File: src/rtl/delta_dec_pkg.sv
// Shared types and default sizing for the delta accumulator decoder.
package delta_dec_pkg;

  localparam int unsigned DefFrameLen = 8;
  localparam int unsigned DefAccW     = 8;
  localparam int unsigned DeltaW      = 5;

  typedef enum logic [1:0] {
    StIdle,
    StRun,
    StDone
  } state_e;

endpackage

File: src/rtl/sat_add_signed.sv
// Unsigned base plus small signed delta, clamped to [0, 2^AccW-1] with a saturation flag.
module sat_add_signed
  import delta_dec_pkg::*;
#(
  parameter int unsigned AccW = DefAccW
) (
  input  logic [AccW-1:0]   base_i,
  input  logic [DeltaW-1:0] delta_i,
  output logic [AccW-1:0]   sum_o,
  output logic              sat_o
);

  // Two guard bits: top bit flags a negative sum, next bit flags overflow.
  logic [AccW+1:0] sum;

  always_comb begin
    sum   = {2'b00, base_i} + {{(AccW + 2 - DeltaW){delta_i[DeltaW-1]}}, delta_i};
    sum_o = sum[AccW-1:0];
    sat_o = 1'b0;
    if (sum[AccW+1]) begin
      sum_o = '0;
      sat_o = 1'b1;
    end else if (sum[AccW]) begin
      sum_o = '1;
      sat_o = 1'b1;
    end
  end

endmodule

File: src/rtl/delta_accum_decoder.sv
// Frame-based delta decoder: integrates signed deltas from a seed into a clamped running value
// and presents each sample through a single-entry valid/ready output register.
module delta_accum_decoder
  import delta_dec_pkg::*;
#(
  parameter int unsigned FRAME_LEN = DefFrameLen,
  parameter int unsigned ACC_W     = DefAccW
) (
  input  logic              clk,
  input  logic              rst,
  input  logic              start,
  input  logic [ACC_W-1:0]  seed,
  input  logic              in_valid,
  output logic              in_ready,
  input  logic [DeltaW-1:0] in_delta,
  output logic              out_valid,
  input  logic              out_ready,
  output logic [ACC_W-1:0]  out_value,
  output logic              out_sat,
  output logic              busy,
  output logic              frame_done
);

  localparam logic [7:0] LastCnt = 8'(FRAME_LEN - 1);

  state_e           state_q, state_d;
  logic [ACC_W-1:0] acc_q, acc_d;
  logic [7:0]       cnt_q, cnt_d;
  logic             out_valid_q, out_valid_d;
  logic [ACC_W-1:0] out_value_q, out_value_d;
  logic             out_sat_q, out_sat_d;
  logic [ACC_W-1:0] sum;
  logic             sat;
  logic             xfer;

  sat_add_signed #(
    .AccW(ACC_W)
  ) u_sat_add (
    .base_i (acc_q),
    .delta_i(in_delta),
    .sum_o  (sum),
    .sat_o  (sat)
  );

  // Accept only when the output register is free or being drained this cycle.
  assign in_ready   = (state_q == StRun) && (!out_valid_q || out_ready);
  assign xfer       = in_valid && in_ready;
  assign busy       = (state_q != StIdle);
  assign frame_done = (state_q == StDone);
  assign out_valid  = out_valid_q;
  assign out_value  = out_value_q;
  assign out_sat    = out_sat_q;

  always_comb begin
    state_d     = state_q;
    acc_d       = acc_q;
    cnt_d       = cnt_q;
    out_valid_d = out_valid_q;
    out_value_d = out_value_q;
    out_sat_d   = out_sat_q;

    unique case (state_q)
      StIdle: begin
        if (start) begin
          state_d = StRun;
          acc_d   = seed;
          cnt_d   = '0;
        end
      end
      StRun: begin
        if (xfer) begin
          acc_d = sum;
          cnt_d = cnt_q + 8'd1;
          if (cnt_q == LastCnt) state_d = StDone;
        end
      end
      StDone:  state_d = StIdle;
      default: state_d = StIdle;
    endcase

    if (xfer) begin
      out_valid_d = 1'b1;
      out_value_d = sum;
      out_sat_d   = sat;
    end else if (out_valid_q && out_ready) begin
      out_valid_d = 1'b0;
    end
  end

  always_ff @(posedge clk or posedge rst) begin
    if (rst) begin
      state_q     <= StIdle;
      acc_q       <= '0;
      cnt_q       <= '0;
      out_valid_q <= 1'b0;
      out_value_q <= '0;
      out_sat_q   <= 1'b0;
    end else begin
      state_q     <= state_d;
      acc_q       <= acc_d;
      cnt_q       <= cnt_d;
      out_valid_q <= out_valid_d;
      out_value_q <= out_value_d;
      out_sat_q   <= out_sat_d;
    end
  end

endmodule

File: config.mk
export PLATFORM = sky130hd
export DESIGN_NAME = delta_accum_decoder
export DESIGN_NICKNAME = d
export VERILOG_FILES = /design/src/rtl/delta_dec_pkg.sv /design/src/rtl/sat_add_signed.sv /design/src/rtl/delta_accum_decoder.sv
export SDC_FILE = /design/constraint.sdc
export NUM_CORES = 1
export LEC_CHECK = 0
export CORE_UTILIZATION = 40
export DETAILED_ROUTE_END_ITERATION = 10
export GPL_TIMING_DRIVEN = 0
export HOLD_SLACK_MARGIN = 0.12
export SYNTH_ARGS = -nofsm -noshare
export SYNTH_HDL_FRONTEND = slang
export SYNTH_SLANG_ARGS = --single-unit
File: constraint.sdc
create_clock -name clk -period 4.35 [get_ports clk]
set_input_delay 0.87 -clock clk [delete_from_list [all_inputs] [get_ports clk]]
set_output_delay 0.87 -clock clk [all_outputs]
set_load 0.005 [all_outputs]
Word level (Yosys, flattened, before mapping)
Cells that the tools add are included.
- register bits: 28
- latch bits: 0
- memory bits (writable): 0
- ROM bits: 0
- input port bits: 18
- output and inout port bits: 13
- logic and storage cells: 41
- memories: 0
- $add $sub $neg: 2
- multipliers: 0
- divide/modulo/power cells: 0
- $lt $le $gt $ge: 0
- equality and inequality tests: 6
- shift operators: 0
- multiplexer cells: 16
- bitwise logic cells: 0
- reductions and logical operators: 11
- operators by type and width (kind ; number):
    $mux W8 ; 6
    $pmux W8 S2 ; 2
    $add A9 B5 Y10 ; 1
    $add A8 B1 Y8 const B ; 1
    $eq A8 B3 Y1 const B ; 1
    $mux W2 ; 3
    $reduce_and A3 Y1 ; 2
    $reduce_bool A2 Y1 ; 3
    $mux W1 ; 4
    $ne A2 B2 Y1 const B ; 2
    $pmux W2 S2 ; 1
    $logic_and A1 B1 Y1 ; 3
    $eq A2 B1 Y1 const B ; 1
    $eq A2 B2 Y1 const B ; 1
    $logic_not A2 Y1 ; 1
    $ne A2 B1 Y1 const B ; 1
    $logic_not A1 Y1 ; 1
    $logic_or A1 B1 Y1 ; 1

Depth between registers and ports, before layout
Gate-level depths: netlist of the first run.
- word-level depth: 6
- depth in mapped cells: 9
- gate-level depth less buffers: 8

By module
A second synthesis of the first run with hierarchy kept.
- cells, all modules: 181
- area total of the unflattened synthesis: 1725.4 sq um
- modules (own cells, without submodules) (module ; times used ; cells each ; area an instance (sq um) ; sequential area each (sq um)):
    delta_accum_decoder ; 1 ; 131 ; 1283.7 ; 700.7
    sat_add_signed ; 1 ; 50 ; 441.7 ; 0.0

Worst setup path before layout of the first run
OpenSTA, ideal clock, no wires.
- path type: input port to flip-flop
- start point: input port in_delta[0]
- end point: register acc_q[1]
- library setup time: 0.127 ns
- arrival: 2.726 ns
- data required time: 4.223 ns
- setup slack: 1.498 ns
- stages on the path: 9
- buffers on the path: 1
- cells stage by stage: ha_1 fa_1 a211oi_1 nor4_1 a2111oi_4 nor2_2 buf_6 nor2_1 o21ai_1
- word-level cells in the longest chain between the ends: 5
- RTL lines (element ; line ; source):
    from (decl) ; delta_accum_decoder.sv:15 ; input logic [DeltaW-1:0] in_delta,
    $add A9 B5 Y10 * ; sat_add_signed.sv:17 ; sum = {2'b00, base_i} + {{(AccW + 2 - DeltaW){delta_i[DeltaW-1]}}, delta_i};
    $mux W8 ; sat_add_signed.sv:23 ; end else if (sum[AccW]) begin
    $mux W8 * ; sat_add_signed.sv:20 ; if (sum[AccW+1]) begin
    $mux W8 * ; delta_accum_decoder.sv:71 ; if (xfer) begin
    $pmux W8 S2 * ; delta_accum_decoder.sv:62 ; unique case (state_q)
    to (signal assigned) ; delta_accum_decoder.sv:93 ; acc_q <= '0;
    to (signal assigned) ; delta_accum_decoder.sv:100 ; acc_q <= acc_d;
    to (decl) ; delta_accum_decoder.sv:27 ; logic [ACC_W-1:0] acc_q, acc_d;
Every way passes the cells marked *; elsewhere a longest branch is shown, timed or not. The select of a mux whose other input is x is not followed.
A chain may end at the register's enable or synchronous reset.

Worst setup path in the final report of the first run
- start point: input port in_delta[4]
- end point: register acc_q[0]
The elaborated chain is that of the path after synthesis.

==> key figures, run 1 <==
Synthesis
  – Total nets after synthesis: roughly 220
  – Count of yosys warnings during synthesis: 0
  – Gate Count Post-Synth: around 190
  – Async set or reset register ratio after synthesis: 1.000
  – Mux share of post-synthesis cell area: 0.01900
  – Post-Syn Area: roughly 1800 um2
  – Post-synthesis compound-gate area fraction: 0.2477
  – Post-Synth Simple-Gate Area: 0.1879
  – Primary flip-flop cell chosen by synthesis mapping: dfrtp_1
  – Count of flip-flops with a built-in enable after synthesis: 0
  – Xor and xnor fraction of the mapped netlist area: 0.03448
  – Largest family of logic cells by synthesized area: compound AO/OA/AOI/OAI gates
  – Sequential cell area fraction in the yosys report: 0.3941
  – Unique masters post-synth: 47
  – Synth Register Bits: 28
  – Fraction of the mapped netlist area in adder cells: 0.08163
  – Mean instance size in the synthesized netlist: 9.559 um2

Routing
  – DR vias: 1515
  – Via-to-Cell Ratio: approximately 5.6
  – Number of antenna-violating nets in the routed design: 0
  – Total Wirelength: ~4200 um
  – Number of DRC violations after detailed routing: 0
  – Wire length per cell: 15.59 um
  – Iteration-0 DRC Markers: between 70 and 80
  – Iteration count of the initial detailed-routing pass: 4

Floorplan
  – Number of rows created at floorplan: 23
  – Starting density of the core: 0.4290
  – Overall die height: about 70 um
  – Horizontal extent of the die: a little under 70 um
  – Number of ports placed on the die boundary: 31
  – Die Area: about 4700 um2
  – Core region area: just over 4000 um2

Global route
  – Global-route usage over all layers: 0.1956
  – Wire length of the first global-routing pass: 6699 um
  – Pin count of the biggest net entering global routing: 29
  – Antenna violations before repair: 0
  – Vias in the first global route: between 1000 and 1500
  – Total grt overflow: 0

Timing
  – Final setup TNS: 0 ns
  – Worst clock skew on the final layout: 0.003985 ns
  – Maximum clock frequency: approximately 0.3 GHz
  – Setup violation total in the final timing report: 0
  – Total count of hold-check failures in the final report: 0
  – Worst max-slew margin expressed relative to the limit: 0.2596
  – Unrepaired setup endpoints after global routing: false
  – Slew of the pin with the lowest slew margin: ~1.1 ns
  – Max Transition Viols Final: 0
  – Post-layout worst setup margin: a little over 1 ns
  – Clock period minus final worst setup slack: around 3.3 ns
  – Period utilisation layout: 0.7687

Final layout
  – Inserted Diodes: 0
  – Filler Cell Count: around 390
  – # nets final: 250
  – Area delta synth->final: 24.42%
  – Highest-count cells in the layout ignoring fill and taps: clkdlybuf4s50_1 (30), dfrtp_1 (28), nand2_1 (25), nor2_1 (12)
  – Leading cell type in the layout, fill and taps excluded: clkdlybuf4s50_1
  – Fraction of final layout cells with drive strength greater than 1: 0.1273
  – Final Non-Filler Cells: 270
  – Layout Utilization: 0.5338

Job
  – Number of max-cap violations: 0

Clock tree
  – Cell at the root of the clock tree: clkbuf_8
  – Clock tree from TritonCTS: yes
  – Number of hold-repair buffers added at the cts stage: 0
  – Clock transition at the registers of the reported paths: ~0.10 ns
  – Post_cts resized: 0
  – Post CTS Setup Buffer Count: 0
  – Clock insertion delay at the later pin of the skew report: about 0.27 ns
  – Number of clock sinks: 28
  – CTS HTree Levels: 1
  – Maximum count of clock buffers along a single path: 2
  – Cts bufs inserted: 3

Place
  – Input/output buffers: 30
  – Pre-CTS setup slack: 0.7112 ns
  – Number of placed instances with taps included: 266
  – GPL Wtd Cong: a little under 0.8
  – Dpl hpwl: 3131 um

Setup path
  – Worst EP required: about 4.6 ns
  – Maximum fanout encountered on the critical timing path: 9
  – Data arrival at the endpoint of the critical path: 3.55 ns
  – Crit path capture type: flop
  – Crit path kind: in -> reg
  – Startpoint class of the critical path: input pin

Pwr
  – Largest vdd supply drop: ~220 uV
  – Power per cell area: 579.5 nW/um2
  – Static leakage: about 0.96 nW
  – Total chip power: roughly 0.0013 W

Worst hold path
  – Type of the worst min-delay path: reg -> reg

Run status
  – Result of the run: completed
-- worst paths after layout --
path | start | slack, ns | to | depth (start not counted)
max | in_delta[4] | 1.01 | acc_q[0] | 8
min | out_value[7] | 0.49 | out_value[7] | 2
max reg2reg | acc_q[0] | 1.66 | acc_q[0] | 9
min reg2reg | out_value[7] | 0.49 | out_value[7] | 2
max in group asynchronous | rst | 2.52 | out_sat | 2
min in group asynchronous | rst | 1.17 | out_value[1] | 2
-- sequential cells by signal (all words and copies together), names as in the netlist --
signal	flops
state_q	2
cnt_q	8
acc_q	8
out_valid	1
out_value	8
out_sat	1
-- per-layer routing --
metal / global-route usage / up-vias / part of all wire
met3: 0.02138 / 4 / 0.038
met5: 0 / - / 0
li1: - / 747 / -
met1: 0.2508 / 725 / 0.46
met2: 0.3431 / 39 / 0.49
met4: 0.05729 / 0 / 0.011
-- area by class of cell --
cell class | instances | area, um2 | area share
Clock inverter | 1 | 30.03 | 0.01357
Inverter | 7 | 26.28 | 0.01188
Clock buffer | 3 | 41.29 | 0.01867
Sequential cell | 28 | 700.7 | 0.3167
Tap cell | 50 | 62.56 | 0.02828
Timing Repair Buffer | 30 | 300.3 | 0.1357
Buffer | 7 | 36.28 | 0.01640
Multi-Input combinational cell | 144 | 1015 | 0.4587
-- synth_stat cells (2+ instances only) --
cell      instances  area (um2)
dfrtp_1          28       700.7
nand2_1          25       93.84
nor2_1           12       45.04
ha_1             10       125.1
o21ai_0          10       50.05
a21oi_1           7       35.03
inv_1             7       26.28
nand3_1           7       35.03
a22oi_1           6       45.04
o21ai_2           6       52.55
clkbuf_1          4       15.01
nand2b_1          4       25.02
nor4_1            4       25.02
o221ai_1          4       35.03
xnor2_1           4       35.03
a21o_1            3       22.52
nor2b_1           3       18.77
nor3_1            3       15.01
o211ai_2          3       37.54
o21ai_1           3       15.01
xor2_1            3       26.28
a21o_2            2       17.52
a22o_1            2       17.52
nor3b_1           2       15.01
o21bai_1          2       15.01
-- cell families (layout without fill, tap and decap cells) --
group	after synthesis	in the layout
fa+ha+maj	11	11
flops	28	28
simple gates	68	68
xor+xnor	7	7
buf+inv	14	48
mux	2	2
compound gates	56	56
-- power breakdown --
part / internal (W) / switching, W / total, W
Sequential: 0.000357 / 0.0000694 / 0.000426
Clock: 0.000123 / 0.0000834 / 0.000207
Combinational: 0.000308 / 0.000341 / 0.000649
-- metrics by stage --
step	hold WS [ns]	area (um2)
2_1_floorplan	0.4414	1778
5_1_grt	0.5167	2212
3_3_place_gp	0.4602	2141
6_report	0.4920	2212
3_5_place_dp	0.4746	2141
4_1_cts	0.4892	2212
-- worst max-delay path: stages --
cell             delay [ns]
clkdlybuf4s50_1        0.72
ha_1                   0.30
clkbuf_2               0.16
a21o_2                 0.25
a221oi_2               0.43
mux2i_4                0.49
o21ai_0                0.17
o21ai_1                0.15
Note: power is estimated with default switching activity, not from simulation.
==> inputs of run 2 (changes only) <==
- clock period: 4.35 -> 3.1 ns (I/O delays scaled with it)
==> key figures, run 2 (synthesis gave the netlist of run 1 again) <==
Floorplan
  – Number of rows created at floorplan: 23 (unchanged)
  – Die Area: 4716 um2 (unchanged)
  – Overall die height: 68.67 um (unchanged)
  – Starting density of the core: 0.4290 (unchanged)
  – Horizontal extent of the die: 68.67 um (unchanged)
  – Number of ports placed on the die boundary: 31 (unchanged)
  – Core region area: 4144 um2 (unchanged)

Clock tree
  – Cell at the root of the clock tree: clkbuf_8
  – Clock transition at the registers of the reported paths: 0.10 ns (about the same)
  – Number of clock sinks: 28 (unchanged)
  – Cts bufs inserted: 3 (unchanged)
  – CTS HTree Levels: 1 (unchanged)
  – Clock tree from TritonCTS: yes
  – Maximum count of clock buffers along a single path: 2 (unchanged)
  – Clock insertion delay at the later pin of the skew report: 0.27 ns (about the same)

Timing
  – Worst max-slew margin expressed relative to the limit: 0.2664 (+0.006841)
  – Period utilisation layout: 0.9394
  – Slew of the pin with the lowest slew margin: 1.099 ns (-0.01025 ns)
  – Clock period minus final worst setup slack: 2.912 ns
  – Total count of hold-check failures in the final report: 0 (unchanged)
  – Unrepaired setup endpoints after global routing: false
  – Worst clock skew on the final layout: 0.006699 ns (+0.002714 ns)
  – Final setup TNS: 0 ns (unchanged)
  – Post-layout worst setup margin: 0.1879 ns (-0.8184 ns)
  – Setup violation total in the final timing report: 0 (unchanged)
  – Max Transition Viols Final: 0 (unchanged)
  – Maximum clock frequency: ~0.34 GHz

Setup path
  – Maximum fanout encountered on the critical timing path: 10 (+1)
  – Delay of the slowest critical-path stage: 0.46 ns (-0.26 ns)
  – Worst EP required: 3.27 ns (-1.29 ns)
  – Data arrival at the endpoint of the critical path: 3.08 ns (-0.47 ns)
  – Startpoint class of the critical path: input pin
  – CP Buf/Inv Count: 2 (unchanged)
  – Crit path kind: in -> reg
  – Crit-path slowest cell: fa_1
  – Ordered cell list for the critical path: clkdlybuf4s50_1 > ha_1 > fa_1 > a211oi_2 > nor4_1 > a2111oi_4 > nor2_2 > buf_6 > nor2_1 > o21ai_1
  – Crit path capture type: flop
  – Worst path top cell family by delay: compound AO/OA/AOI/OAI gates

Place
  – Number of placed instances with taps included: 266 (unchanged)
  – Pre-CTS setup slack: -0.2888 ns (-1.000 ns)
  – Cell area after placement: 2141 um2 (unchanged)
  – Dpl hpwl: 3131 um (unchanged)
  – Input/output buffers: 30 (unchanged)
  – GPL Wtd Cong: 0.7868 (unchanged)

Pwr
  – Power per cell area: 809.1 nW/um2 (+40%)
  – Design internal power: 0.001119 W (+42%)
  – Largest vdd supply drop: 309.5 uV (+40%)
  – Net switching power of the design: 0.0006929 W (+40%)
  – Sequential power share: 0.330 (-0.003)
  – Share of total power in the clock network: 0.160 (about the same)
  – Share of total power in combinational logic: 0.510 (+0.004)
  – Switch share: 0.3824 (-0.002597)
  – Static leakage: 0.9819 nW (+2.0%)

Global route
  – Pin count of the biggest net entering global routing: 29 (unchanged)
  – Total grt overflow: 0 (unchanged)
  – Vias in the first global route: 1463 (unchanged)
  – Global-route usage over all layers: 0.1956 (unchanged)
  – Antenna violations before repair: 0 (unchanged)
  – Wire length of the first global-routing pass: 6699 um (unchanged)

Routing
  – Via-to-Cell Ratio: 5.598 (-0.24%)
  – Total Wirelength: 4206 um (about the same)
  – DR vias: 1517 (+0.13%)
  – Number of antenna-violating nets in the routed design: 0 (unchanged)
  – Number of DRC violations after detailed routing: 0 (unchanged)
  – Iteration-0 DRC Markers: 86 (+13%)
  – Iteration count of the initial detailed-routing pass: 4 (unchanged)
  – Wire length per cell: 15.52 um (-0.42%)

Final layout
  – # nets final: 251 (+0.40%)
  – Filler Cell Count: 384 (-1.0%)
  – Fraction of final layout cells with drive strength greater than 1: 0.1357 (+0.008474)
  – Inserted Diodes: 0 (unchanged)
  – Final Instance Area: 2240 um2 (+1.2%)
  – Leading cell type in the layout, fill and taps excluded: clkdlybuf4s50_1
  – Layout Utilization: 0.5405 (+0.006643)
  – Highest-count cells in the layout ignoring fill and taps: clkdlybuf4s50_1 (29), dfrtp_1 (28), nand2_1 (25), nor2_1 (12)
  – Final Non-Filler Cells: 271 (+0.37%)
  – Area delta synth->final: 25.97%

Run status
  – Result of the run: completed

Job
  – Number of max-cap violations: 0 (unchanged)

Worst hold path
  – Type of the worst min-delay path: reg -> reg
[run 2: cell types whose count changed in the layout (fill, tap and decap cells not counted), sizes merged]
cell and change:
dlymetal6s2s +1, clkdlybuf4s50 -1, buf +1
[run 2: timing repair]
item / CTS / global route
hold buffers: 0 / 0
endpoints found under the setup margin: 0 / 16
buffers inserted: 0 / 1
resized for setup: 0 / 2
[run 2: metal layers]
metal	vias up	part of all wire	GRT usage
met5	-	0	0
met2	38	0.49	0.3431
met3	4	0.039	0.02138
li1	751	-	-
met1	724	0.46	0.2508
met4	0	0.011	0.05729
[run 2: layout make-up]
class | instances | area (um2) | share of cell area
plain buffers | 7 | 36.28 | 0.01620
clock buffers | 3 | 41.29 | 0.01844
repair buffers | 31 | 322.8 | 0.1441
clock inverters | 1 | 30.03 | 0.01341
multi-input cells | 144 | 1020 | 0.4553
inverters | 7 | 26.28 | 0.01173
flip-flops and latches | 28 | 700.7 | 0.3128
well taps | 50 | 62.56 | 0.02793
[run 2: path summary, 6_finish.rpt]
path                              from            to  slack, ns  depth (start not counted)
min in group asynchronous          rst  out_value[1]       0.91                          2
setup reg to reg              acc_q[0]      acc_q[0]       0.56                          9
setup / recovery           in_delta[0]      acc_q[0]       0.19                         10
max in group asynchronous          rst       out_sat       1.53                          2
hold reg to reg               cnt_q[7]    state_q[1]       0.49                          1
hold / removal                cnt_q[7]    state_q[1]       0.49                          1
[run 2: metrics by stage]
step / total power, W / hold WS, ns
2_1_floorplan: 0.001220 / 0.4414
3_3_place_gp: 0.001481 / 0.4602
3_5_place_dp: 0.001513 / 0.4746
4_1_cts: 0.001808 / 0.4892
5_1_grt: 0.001963 / 0.5167
6_report: 0.001812 / 0.4925
[run 2: power groups by stage]
stage | Clock (W) | Sequential (W) | Combinational [W]
after global routing | 0.000315 | 0.000615 | 0.00103
after floorplan | 0 | 0.000589 | 0.000631
after global placement | 0 | 0.000598 | 0.000883
after detailed placement | 0 | 0.000605 | 0.000907
after CTS | 0.000299 | 0.000598 | 0.000911
final | 0.000290 | 0.000598 | 0.000924
